### src/rtl/load_store_unit.sv
// Load/store unit between a CPU request port and a single-port word memory.
// Sub-word stores use read-modify-write; loads are lane-extracted and extended.
module load_store_unit #(
  parameter int MEM_WORDS = 128
) (
  input  logic        clk,
  input  logic        rst,
  input  logic        req_valid,
  output logic        req_ready,
  input  logic        req_we,
  input  logic [1:0]  req_size,
  input  logic        req_unsigned,
  input  logic [31:0] req_addr,
  input  logic [31:0] req_wdata,
  output logic        resp_valid,
  output logic        resp_err,
  output logic [31:0] resp_rdata,
  output logic [31:0] mem_addr,
  output logic [31:0] mem_wdata,
  output logic        mem_we,
  input  logic [31:0] mem_rdata
);

  localparam logic [31:0] LP_WORDS = 32'(MEM_WORDS);

  typedef enum logic [2:0] {IDLE, RD, MERGE, WR, RESP} state_t;

  state_t      r_state;
  state_t      w_next;
  logic        w_accept;
  logic        r_we;
  logic [1:0]  r_size;
  logic        r_uns;
  logic [31:0] r_addr;
  logic [31:0] r_wdata;
  logic [31:0] r_mem_wdata;
  logic        r_resp_err;
  logic [31:0] r_resp_rdata;

  // Misaligned, illegal-size or out-of-range accesses are rejected up front.
  function automatic logic f_is_err(input logic [1:0] sz, input logic [31:0] a);
    logic e;
    e = 1'b0;
    if (sz == 2'b11) e = 1'b1;
    if (sz == 2'b01 && a[0]) e = 1'b1;
    if (sz == 2'b10 && a[1:0] != 2'b00) e = 1'b1;
    if ({2'b00, a[31:2]} >= LP_WORDS) e = 1'b1;
    return e;
  endfunction

  // Pick the addressed little-endian lane and extend it to 32 bits.
  function automatic logic [31:0] f_extract(input logic [31:0] w, input logic [1:0] sz,
                                            input logic [1:0] off, input logic uns);
    logic [7:0]  b;
    logic [15:0] h;
    logic [31:0] r;
    b = w[{off, 3'b000} +: 8];
    h = off[1] ? w[31:16] : w[15:0];
    case (sz)
      2'b00:   r = uns ? {24'h0, b} : {{24{b[7]}}, b};
      2'b01:   r = uns ? {16'h0, h} : {{16{h[15]}}, h};
      default: r = w;
    endcase
    return r;
  endfunction

  // Replace only the addressed lane(s) of the old word with new store data.
  function automatic logic [31:0] f_merge(input logic [31:0] w, input logic [1:0] sz,
                                          input logic [1:0] off, input logic [31:0] d);
    logic [31:0] r;
    r = w;
    if (sz == 2'b00) begin
      r[{off, 3'b000} +: 8] = d[7:0];
    end else if (sz == 2'b01) begin
      if (off[1]) r[31:16] = d[15:0];
      else        r[15:0]  = d[15:0];
    end
    return r;
  endfunction

  assign w_accept = (r_state == IDLE) && req_valid;

  // State register; reset abandons any operation in flight.
  always_ff @(posedge clk or posedge rst) begin
    if (rst) r_state <= IDLE;
    else     r_state <= w_next;
  end

  // Next-state decode: error -> RESP, word store -> WR, everything else reads first.
  always_comb begin
    w_next = r_state;
    case (r_state)
      IDLE: begin
        if (req_valid) begin
          if (f_is_err(req_size, req_addr))          w_next = RESP;
          else if (req_we && req_size == 2'b10)      w_next = WR;
          else                                       w_next = RD;
        end
      end
      RD:      w_next = MERGE;
      MERGE:   w_next = r_we ? WR : RESP;
      WR:      w_next = RESP;
      RESP:    w_next = IDLE;
      default: w_next = IDLE;
    endcase
  end

  // Request fields captured at the accept edge; pure data, no reset needed.
  always_ff @(posedge clk) begin
    if (w_accept) begin
      r_we    <= req_we;
      r_size  <= req_size;
      r_uns   <= req_unsigned;
      r_addr  <= req_addr;
      r_wdata <= req_wdata;
    end
  end

  // Write-data and response registers; responses only change on entry to RESP.
  always_ff @(posedge clk or posedge rst) begin
    if (rst) begin
      r_mem_wdata  <= '0;
      r_resp_err   <= 1'b0;
      r_resp_rdata <= '0;
    end else begin
      if (w_accept && req_we) r_mem_wdata <= req_wdata;
      if (r_state == MERGE && r_we)
        r_mem_wdata <= f_merge(mem_rdata, r_size, r_addr[1:0], r_wdata);
      if (w_next == RESP) begin
        r_resp_err   <= (r_state == IDLE);
        r_resp_rdata <= (r_state == MERGE && !r_we) ?
                        f_extract(mem_rdata, r_size, r_addr[1:0], r_uns) : 32'h0;
      end
    end
  end

  assign req_ready  = (r_state == IDLE) && !rst;
  assign resp_valid = (r_state == RESP);
  assign resp_err   = r_resp_err;
  assign resp_rdata = r_resp_rdata;
  assign mem_we     = (r_state == WR);
  assign mem_addr   = (r_state == RD || r_state == WR) ? {2'b00, r_addr[31:2]} : 32'h0;
  assign mem_wdata  = r_mem_wdata;

endmodule

### config.mk
export PLATFORM = sky130hd
export DESIGN_NAME = load_store_unit
export DESIGN_NICKNAME = d
export VERILOG_FILES = /design/src/rtl/load_store_unit.sv
export SDC_FILE = /design/constraint.sdc
export NUM_CORES = 1
export LEC_CHECK = 0
export ABC_AREA = 0
export CAP_MARGIN = 0
export CORE_ASPECT_RATIO = 0.5
export CORE_MARGIN = 2
export CORE_UTILIZATION = 35
export DETAILED_ROUTE_END_ITERATION = 6
export SETUP_SLACK_MARGIN = 0.1
export SYNTH_ARGS = -nofsm -noshare
export SYNTH_HDL_FRONTEND = slang
export SYNTH_SLANG_ARGS = --single-unit
### constraint.sdc
create_clock -name clk -period 13.05 [get_ports clk]
set_clock_uncertainty 0.05 [all_clocks]
set_input_delay 1.9575 -clock clk [delete_from_list [all_inputs] [get_ports clk]]
set_output_delay 1.9575 -clock clk [all_outputs]
set_load 0.01 [all_outputs]
==> metrics.md <==
| Metric | Value |
|---|---|
| Seq/Total Area, Yosys | 0.528 |
| Starting Density | 0.357 |
| Final HPWL DP | 15.3 mm |
| Area Overhead vs Synth | 43.1% |
| Critical path class | in -> out |
| Total of max-cap violations | 0 |
| # H-tree levels | 4 |
| Combined area of the multi-input logic cells | around 2600 um2 |
| Gr usage total | 0.239 |
| Grt ovf | 0 |
| Largest net degree at the start of global routing | 69 |
| First DRT Iteration DRCs | roughly 650 |
| Worst-margin pin slew | between 1 and 1.5 ns |
| Most common cell after layout, fill and taps aside | clkdlybuf4s50_1 |
| Layout cells sized above 1 | 0.0805 |
| Hold Buf Count CTS | 0 |
| Sequential Power Share | 0.418 |
| CP Capture Type | output port |
| Fin crit share | 0.396 |
| Final setup viols | 0 |
| Via count | 5693 |
| Clk_lat worst skew | 0.43 ns |
| Routed WL | between 20 and 25 mm |
| Dpl cell area | just over 8000 um2 |
| Commonest cells after routing, fill and taps aside | clkdlybuf4s50_1, dfrtp_1, edfxtp_1 |
| Static Leakage | ~3.3 nW |
| First-pass GRT wire length | between 30 and 40 mm |
| PortBufs | 200 |
| Post-cts resize count | 0 |
| Drt drc | 0 |
| Core area | ~17000 um2 |
| CTS tree | done |
| DR WL/cell | roughly 22 um |
| Via/cell ratio | between 5 and 6 |
| Worst min-delay path class | reg -> reg |
| Clk slew on worst S/H paths | around 0.060 ns |
| Setup TNS | 0 ns |
| Finished Core Util | 0.511 |
| Antenna Cells | 0 |
| Die Y | 98.0 um |
| Worst Path Arrival | 3.16 ns |
| Status | finished clean |
| Comb power frac | 0.157 |
| CTS Buffer Depth | 2 |
| Routed Antenna Nets | 0 |
| Dominant synthesized flop cell | dfrtp_1 |
| Hold Vio Cnt, Final | 0 |
| Cts bufs inserted | 17 |
| Final min period | between 5 and 6 ns |
| RSZ-0062 raised after global routing | no |
| Setup Buffers After CTS | 0 |
| R2R cell count | 8 |
| Fillcell total | approximately 1500 |
| Root Driver | clkbuf_16 |
| Share of the synthesized area in the top cell type | 0.275 |
| Post-synthesis average cell area | 10.8 um2 |
| Final GP Congestion | slightly below 0.9 |
| Die area | 18800 um2 |
| Post-Synthesis Cells | 570 |
| Startpoint types | input port |
| Post-synthesis register bit count | 120 |
| Layout Nets | ~850 |
| Slew margin rel. | 0.260 |
| Final Cell Area | approximately 8800 um2 |
| Io pins | a little over 200 |
| PD cells | around 120 nW/um2 |
| Synth area leaders | dfrtp_1, edfxtp_1, o22ai_1 |
| Fmax | between 150 and 200 MHz |
| Clk sinks | 120 |
| Initial antenna violation count | 0 |
| Vias in the first global route | approximately 5700 |
| Synth async-reset ratio | 0.567 |
| Cell taking the most area after synthesis | dfrtp_1 |
| Total internal power | around 0.77 mW |
| Sequential Area | between 3000 and 4000 um2 |
| Die width | ~190 um |
| Worst Path Max Fanout | 2 |
| Post-synth EDFFs | 52 |
| Yosys cell types | 54 |
| Warnings from Yosys | 0 |
| Syn Std Cell Area | about 6200 um2 |
| Hold path depth | 1 |
| R2R setup slack | between 9 and 10 ns |
| Clock share of power | 0.425 |
| Max Slew Vio Count | 0 |
| Num rows | 34 |
| Net Sw Frac | 0.271 |
| Worst VDD drop | just over 0.08 mV |
| CP required | between 10 and 15 ns |
| Net switching power | around 0.29 mW |
| Initial DRT Pass Iterations | 5 |
-- worst paths after layout --
check                                startpoint                   endpoint
setup / recovery                            rst                  req_ready
hold reg to reg            resp_err$_DFFE_PP0N_       resp_err$_DFFE_PP0N_
hold / removal             resp_err$_DFFE_PP0N_       resp_err$_DFFE_PP0N_
min in group asynchronous                   rst       r_state[1]$_DFF_PP0_
setup reg to reg            r_addr[1]$_DFFE_PP_  mem_wdata[31]$_DFFE_PP0P_
max in group asynchronous                   rst  resp_rdata[1]$_DFFE_PP0N_
-- cell usage after synthesis (3+ instances only) --
cell	number
dfrtp_1	68
edfxtp_1	52
o22ai_1	51
a21oi_1	49
nand2_1	42
and2_1	33
nor2_1	30
clkbuf_1	25
inv_1	23
a221oi_1	22
a221o_1	18
buf_2	16
a211o_1	15
a22o_1	15
o21ai_0	15
o211ai_1	10
a32oi_1	8
mux4_2	8
nor4_1	7
buf_1	5
buf_6	5
ha_1	5
nor2b_1	5
nand2b_1	3
nor3_1	3
-- cell families after synthesis --
logic type / Yosys count / synth area share
DFF: 120 / 0.528
and+or+nand+nor: 144 / 0.125
buffers and inverters: 76 / 0.0567
other: 1 / 0.000607
muxes: 10 / 0.0328
adders and majority gates: 5 / 0.0101
AOI/OAI and AO/OA: 214 / 0.247
-- state kept, by name, indices dropped and copies added, names as in the netlist --
register	flops
r_addr	32
r_state	3
r_we	1
r_size	2
r_uns	1
mem_wdata	32
r_wdata	16
resp_rdata	32
resp_err	1
-- power by group through the flow --
stage          sequential [mW]  combinational [mW]  clock (mW)
3_5_place_dp             0.447               0.165           0
3_3_place_gp             0.447               0.163           0
2_1_floorplan            0.451              0.0622           0
4_1_cts                  0.441               0.165       0.451
5_1_grt                  0.444               0.178       0.470
6_report                 0.441               0.166       0.448
-- cell type report --
type,instances,area share
clock buffers,19,0.0525
clock inverters,13,0.0107
inverters,23,0.00976
multi-input cells,375,0.292
flip-flops and latches,120,0.369
well taps,234,0.0331
repair buffers,208,0.233
-- critical path: stages --
cell             delay, ns
clkdlybuf4s50_1       0.43
nor4_1                0.18
clkdlybuf4s50_1       0.59
-- metal layers --
layer  global-route usage  routed length (um)  up-vias
li1                     -                   -     2554
met1                0.325                9440     2829
met2                0.359                9900      280
met3               0.0845                2400       30
met4               0.0692                 289        0
met5                    0                   0        -
-- metrics by stage --
step	hold slack, ns	power, mW	setup WS, ns	instances
2_1_floorplan	0.462	0.513	7.07	571
3_3_place_gp	0.415	0.610	7.90	960
3_5_place_dp	0.439	0.612	7.89	960
4_1_cts	0.452	1.06	7.88	992
5_1_grt	0.491	1.09	7.83	992
6_report	0.450	1.05	7.88	992
(Power assumes the default switching activity.)
